### src/rtl/axi_mem_arbiter_pkg.sv
// Shared definitions for the AXI memory arbiter: FSM states, ID width,
// AXI size/burst encodings and the fixed requester slots.
package axi_mem_arbiter_pkg;

    localparam int ID_W = 4;

    localparam int REQ_ICACHE   = 0;
    localparam int REQ_UNCACHED = 1;
    localparam int REQ_DCACHE   = 2;

    localparam logic [2:0] AXI_SIZE_1B = 3'd0;
    localparam logic [2:0] AXI_SIZE_2B = 3'd1;
    localparam logic [2:0] AXI_SIZE_4B = 3'd2;

    localparam logic [1:0] AXI_BURST_FIXED = 2'd0;
    localparam logic [1:0] AXI_BURST_INCR  = 2'd1;
    localparam logic [1:0] AXI_BURST_WRAP  = 2'd2;

    typedef enum logic [2:0] {
        ST_IDLE = 3'd0,
        ST_AR   = 3'd1,
        ST_R    = 3'd2,
        ST_AW   = 3'd3,
        ST_W    = 3'd4,
        ST_B    = 3'd5
    } state_t;

endpackage

### src/rtl/axi_mem_arbiter_rr_picker.sv
// Round-robin priority encoder: first requester at or after ptr, with
// wrap-around, wins. Purely combinational.
module rr_picker #(
    parameter int N     = 3,
    parameter int IDX_W = (N > 1) ? $clog2(N) : 1
) (
    input  logic [N-1:0]     req,
    input  logic [IDX_W-1:0] ptr,
    output logic [N-1:0]     winner,
    output logic [IDX_W-1:0] idx,
    output logic             valid
);

    // Scan from the farthest slot back to ptr so the nearest match overwrites.
    always_comb begin
        int j;
        winner = '0;
        idx    = '0;
        valid  = 1'b0;
        j      = 0;
        for (int k = N - 1; k >= 0; k--) begin
            j = int'(ptr) + k;
            if (j >= N) j = j - N;
            if (req[j]) begin
                winner    = '0;
                winner[j] = 1'b1;
                idx       = IDX_W'(j);
                valid     = 1'b1;
            end
        end
    end

endmodule

### src/rtl/axi_mem_arbiter.sv
// Single-outstanding AXI master port shared by N requesters under round-robin
// arbitration; routes read beats, write-beat advances and completions back.
module axi_mem_arbiter
    import axi_mem_arbiter_pkg::*;
#(
    parameter int N     = 3,
    parameter int LEN_W = 8
) (
    input  logic               clk,
    input  logic               rst,
    input  logic [N-1:0]       req_rd,
    input  logic [N-1:0]       req_wr,
    input  logic [N*32-1:0]    req_addr,
    input  logic [N*LEN_W-1:0] req_len,
    input  logic [N*3-1:0]     req_size,
    input  logic [N*4-1:0]     req_wstrb,
    input  logic [N*32-1:0]    req_wdata,
    output logic [N-1:0]       grant,
    output logic [31:0]        rsp_rdata,
    output logic [N-1:0]       rsp_rvalid,
    output logic               rsp_rlast,
    output logic [N-1:0]       rsp_wnext,
    output logic [N-1:0]       rsp_done,
    output logic [ID_W-1:0]    arid,
    output logic [31:0]        araddr,
    output logic [LEN_W-1:0]   arlen,
    output logic [2:0]         arsize,
    output logic               arvalid,
    input  logic               arready,
    input  logic [ID_W-1:0]    rid,
    input  logic [31:0]        rdata,
    input  logic               rlast,
    input  logic               rvalid,
    output logic               rready,
    output logic [ID_W-1:0]    awid,
    output logic [31:0]        awaddr,
    output logic [LEN_W-1:0]   awlen,
    output logic [2:0]         awsize,
    output logic               awvalid,
    input  logic               awready,
    output logic [31:0]        wdata,
    output logic [3:0]         wstrb,
    output logic               wlast,
    output logic               wvalid,
    input  logic               wready,
    input  logic [ID_W-1:0]    bid,
    input  logic               bvalid,
    output logic               bready,
    output logic [2:0]         dbg_state
);

    localparam int IDX_W = (N > 1) ? $clog2(N) : 1;

    // Handshakes: a beat moves on a channel when valid and ready are both high
    // at a rising clk; valid and payload hold until then.
    state_t           state;
    logic [IDX_W-1:0] owner;
    logic [IDX_W-1:0] rr_ptr;
    logic [31:0]      lat_addr;
    logic [LEN_W-1:0] lat_len;
    logic [2:0]       lat_size;
    logic [LEN_W-1:0] beat_cnt;

    logic [31:0]      addr_a  [N];
    logic [LEN_W-1:0] len_a   [N];
    logic [2:0]       size_a  [N];
    logic [3:0]       wstrb_a [N];
    logic [31:0]      wdata_a [N];

    always_comb begin
        for (int i = 0; i < N; i++) begin
            addr_a[i]  = req_addr[i*32 +: 32];
            len_a[i]   = req_len[i*LEN_W +: LEN_W];
            size_a[i]  = req_size[i*3 +: 3];
            wstrb_a[i] = req_wstrb[i*4 +: 4];
            wdata_a[i] = req_wdata[i*32 +: 32];
        end
    end

    logic [N-1:0]     pick_oh;
    logic [IDX_W-1:0] pick_idx;
    logic             pick_valid;

    rr_picker #(.N(N), .IDX_W(IDX_W)) u_rr_picker (
        .req    (req_rd | req_wr),
        .ptr    (rr_ptr),
        .winner (pick_oh),
        .idx    (pick_idx),
        .valid  (pick_valid)
    );

    logic [ID_W-1:0]  owner_id;
    logic             r_hit;
    logic             b_hit;
    logic [IDX_W-1:0] next_ptr;

    assign owner_id = ID_W'(owner);
    // Beats carrying another ID are accepted but never forwarded.
    assign r_hit    = rready && rvalid && (rid == owner_id);
    assign b_hit    = bready && bvalid && (bid == owner_id);
    assign next_ptr = (owner == IDX_W'(N - 1)) ? '0 : owner + IDX_W'(1);

    always_ff @(posedge clk or negedge rst) begin
        if (!rst) begin
            state    <= ST_IDLE;
            grant    <= '0;
            owner    <= '0;
            rr_ptr   <= '0;
            lat_addr <= '0;
            lat_len  <= '0;
            lat_size <= '0;
            beat_cnt <= '0;
            arvalid  <= 1'b0;
            awvalid  <= 1'b0;
            wvalid   <= 1'b0;
            rready   <= 1'b0;
            bready   <= 1'b0;
        end else begin
            case (state)
                ST_IDLE: begin
                    if (pick_valid) begin
                        owner    <= pick_idx;
                        grant    <= pick_oh;
                        lat_addr <= addr_a[pick_idx];
                        lat_len  <= len_a[pick_idx];
                        lat_size <= size_a[pick_idx];
                        // A requester asking for both is served write-first.
                        if (req_wr[pick_idx]) begin
                            state   <= ST_AW;
                            awvalid <= 1'b1;
                        end else begin
                            state   <= ST_AR;
                            arvalid <= 1'b1;
                        end
                    end
                end
                ST_AR: begin
                    if (arready) begin
                        arvalid <= 1'b0;
                        rready  <= 1'b1;
                        state   <= ST_R;
                    end
                end
                ST_R: begin
                    if (r_hit && rlast) begin
                        rready <= 1'b0;
                        grant  <= '0;
                        rr_ptr <= next_ptr;
                        state  <= ST_IDLE;
                    end
                end
                ST_AW: begin
                    if (awready) begin
                        awvalid  <= 1'b0;
                        wvalid   <= 1'b1;
                        beat_cnt <= '0;
                        state    <= ST_W;
                    end
                end
                ST_W: begin
                    if (wready) begin
                        beat_cnt <= beat_cnt + LEN_W'(1);
                        if (wlast) begin
                            wvalid <= 1'b0;
                            bready <= 1'b1;
                            state  <= ST_B;
                        end
                    end
                end
                ST_B: begin
                    if (b_hit) begin
                        bready <= 1'b0;
                        grant  <= '0;
                        rr_ptr <= next_ptr;
                        state  <= ST_IDLE;
                    end
                end
                default: state <= ST_IDLE;
            endcase
        end
    end

    assign arid   = owner_id;
    assign araddr = lat_addr;
    assign arlen  = lat_len;
    assign arsize = lat_size;
    assign awid   = owner_id;
    assign awaddr = lat_addr;
    assign awlen  = lat_len;
    assign awsize = lat_size;

    // Write data comes live from the owner, which advances on rsp_wnext.
    assign wdata  = wdata_a[owner];
    assign wstrb  = wstrb_a[owner];
    assign wlast  = wvalid && (beat_cnt == lat_len);

    assign rsp_rdata  = rdata;
    assign rsp_rvalid = r_hit ? grant : '0;
    assign rsp_rlast  = r_hit && rlast;
    assign rsp_wnext  = (wvalid && wready) ? grant : '0;
    assign rsp_done   = ((r_hit && rlast) || b_hit) ? grant : '0;
    assign dbg_state  = state;

endmodule
### config.mk
export PLATFORM = sky130hd
export DESIGN_NAME = axi_mem_arbiter
export DESIGN_NICKNAME = d
export VERILOG_FILES = /design/src/rtl/axi_mem_arbiter_pkg.sv /design/src/rtl/axi_mem_arbiter_rr_picker.sv /design/src/rtl/axi_mem_arbiter.sv
export SDC_FILE = /design/constraint.sdc
export NUM_CORES = 1
export LEC_CHECK = 0
export ABC_AREA = 1
export CAP_MARGIN = 10
export CORE_AREA = 2 2 186 188
export CTS_CLUSTER_DIAMETER = 150
export DETAILED_ROUTE_END_ITERATION = 6
export DIE_AREA = 0 0 188 190
export PLACE_DENSITY = 0.47
export SYNTH_ARGS = -nofsm -noshare
export SYNTH_HDL_FRONTEND = slang
export SYNTH_SLANG_ARGS = --single-unit
### constraint.sdc
create_clock -name clk -period 2.5 [get_ports clk]
set_clock_uncertainty 0.2 [all_clocks]
set_input_delay 0.5 -clock clk [delete_from_list [all_inputs] [get_ports clk]]
set_output_delay 0.5 -clock clk [all_outputs]
set_load 0.02 [all_outputs]
==> out/metrics.yaml <==
outcome:
  status: "finished with violations"
  violations: "setup timing"
sta:
  maxSlewHeadroom: 0.647
  tns_ps: -34.6
  min_period_ps: 2520
  fin_crit_sh: 1.01
  worst_pin_slew_ps: 529
  rsz0062_at_grt: "true"
  fin_ws_ps: -22.3
  setup_viol: 2
  finalHoldViolations: 0
  fmax_mhz: 396
  slew_violations: 0
yosys:
  syn_inst: 787
  netlist_area_um2: 5350
  yosysSeqAreaShare: 0.309
  syn_area_per_cell_um2: 6.80
  post-synth-top-count-cell: "nand2_1"
  synthFlopType: "dfrtp_1"
  synth_top_area_share: 0.309
  synth_common_cells: "145 x nand2_1, 117 x nand3_1, 109 x nor2_1"
  ys_warn_count: 0
  synth_top_area_cell: "dfrtp_1"
  synth_edf_count: 0
  ys_top_cells_by_area: "dfrtp_1 31%, buf_4 12%, nand3_1 11%"
  synth_cell_types: 36
  synth_seq_cells: 66
  synthArstFlopShare: 1.00
global_routing:
  grt_pass1_wl_um: 40500
  grt_use_total: 0.148
  first_global_vias: 6743
  overflow: 0
  grt_max_degree: 46
  antenna_found_initial: 0
worst_setup_path:
  cp.arrival_ps: 1820
  critPathKind: "primary input to output port"
  cp-start-kind: "primary input"
  worstPathMaxFanout: 3
  path_common_cell: "nand2_1"
  critPathSlowestCell: "clkdlybuf4s50_1"
  worstPathRequired_ps: 1800
  cp_cell_sequence: "clkdlybuf4s50_1 -> xnor2_2 -> nand2_1 -> nor2_2 -> nand2_1 -> nand2_1 -> inv_2 -> nor2_2 -> buf_6"
  endpoint_kind: "output port"
  slowest_delay_ps: 500
  crit_family: "buffers and inverters"
  path_buf_inv: 3
clock_tree:
  worstSkewPairLatency_ps: 330
  cts_buffers: 9
  cts_tree: "yes"
  htree_levels: 3
  clk_path_buf_depth: 2
  clk_pin_slew_ps: 60
  clock-sinks: 66
  cts_root_buffer: "clkbuf_16"
placement:
  gp_congestion: 0.817
  io_buffers: 406
  dp_cells: 1598
  dp_hpwl_um: 22000
detailed_routing:
  vias: 6704
  drtPass1Iterations: 5
  wire_per_inst_um: 17.1
  drt_iter0_drc: 323
  vias_per_cell: 4.12
  drc_errors: 0
  drt-total-wl_um: 27900
  ant_nets: 0
floorplanning:
  boundaryPins: 475
  rows: 68
  die_w_um: 188
  start_util: 0.158
  dieArea_um2: 35700
  core_area_um2: 33900
  chipHeight_um: 190
final_layout:
  nets: 1466
  final.fill_count: 3667
  n_antenna_cell: 0
  drive_above_1_share: 0.168
  synthToLayoutAreaGrowth_pct: 92.9
  final_cells: 1628
job:
  cap_violations: 0
hold_path:
  hp-class: "flop to flop"
power:
  leakage_nw: 4.36
  irDropWorstVdd_uv: 483
  p_per_area_nw_per_um2: 1420
-- kinds of logic after synthesis --
| logic type | synth area share |
|---|---|
| and+or+nand+nor | 0.337 |
| AOI/OAI and AO/OA | 0.151 |
| xor gates and xnor gates | 0.0115 |
| adders and majority gates | 0.0117 |
| other | 0.000701 |
| buffers and inverters | 0.179 |
| DFF | 0.309 |
-- layout make-up --
type | count | area [um^2] | share of cell area
Clock inverter | 2 | 60.1 | 0.00582
Timing Repair Buffer | 489 | 4740 | 0.459
Sequential cell | 66 | 1650 | 0.160
Inverter | 41 | 164 | 0.0159
Tap cell | 455 | 569 | 0.0552
Multi-Input combinational cell | 563 | 2870 | 0.278
Clock buffer | 12 | 267 | 0.0258
-- where the power goes --
part	total (mW)	switching, mW	internal, mW
clock	1.46	0.511	0.946
sequential	2.11	0.523	1.59
combinational	11.1	6.22	4.85
-- worst register-to-register path: stages (launching register included) --
cell	delay, ps
dfrtp_1	420
inv_2	90
ha_4	180
inv_2	110
o21ai_2	80
nand3_1	120
nand2_2	110
nand3b_4	130
nand2_8	110
nor2_8	200
buf_4	140
buf_4	90
o21ai_0	80
o211ai_1	200
-- worst paths after layout --
check | end | from | cells after the start | slack [ps]
worst max-delay path | rsp_done[2] | rid[0] | 9 | -20
worst min-delay path | awvalid | awvalid | 2 | 290
worst max register to register | araddr[12] | rr_ptr[1] | 13 | 150
worst min register to register | awvalid | awvalid | 2 | 290
max in group asynchronous | owner[0] | rst | 3 | 1000
min in group asynchronous | araddr[5] | rst | 2 | 500
-- placed cells by master, fill, tap and decap left out, types with 5 or more instances in the layout --
| cell | n |
|---|---|
| nor2_4 | 5 |
| clkbuf_2 | 11 |
| buf_12 | 10 |
| buf_2 | 21 |
| clkbuf_16 | 11 |
| dfrtp_1 | 64 |
| clkdlybuf4s15_2 | 7 |
| a21oi_1 | 46 |
| nor3_1 | 6 |
| o21ai_0 | 36 |
| inv_1 | 30 |
| o211ai_1 | 28 |
| nor2_1 | 102 |
| buf_6 | 10 |
| inv_2 | 9 |
| o21ai_1 | 20 |
| clkdlybuf4s50_1 | 356 |
| nand2_1 | 143 |
| nor2_2 | 9 |
| buf_4 | 65 |
| nand3_1 | 116 |
| nand2_2 | 8 |
-- routing by layer --
layer,GRT usage,wire length (um),vias up
met4,0.0379,451,0
met5,0,0,-
met1,0.191,12100,3154
li1,-,-,3294
met2,0.253,14000,222
met3,0.0258,1310,34
-- through the flow --
stage          cell area, um^2  worst slack, ps   util  hold WS [ps]  total power, mW
3_3_place_gp              9840             -561  0.290           272             12.9
3_5_place_dp              9840             -593  0.290           282             12.9
6_report                 10300            -22.3  0.304           290             14.6
2_1_floorplan             5360              270      -          4.41             8.02
4_1_cts                  10300            -71.1  0.302           297             14.5
5_1_grt                  10300             -129  0.304           323             15.8
-- registers in the layout (all words and copies together), names as in the netlist, 2 cells and up --
name,cells
grant,3
araddr,32
owner,2
rr_ptr,2
dbg_state,3
beat_cnt,8
arsize,3
arlen,8
-- what timing repair did --
item	CTS	global route
pin swaps	4	12
gates resized for setup	147	62
hold buffers	1	0
gates cloned	1	3
setup endpoints to repair	55	93
hold endpoints to repair	33	0
setup buffers	3	8
Power figures use the tool's default switching activity.
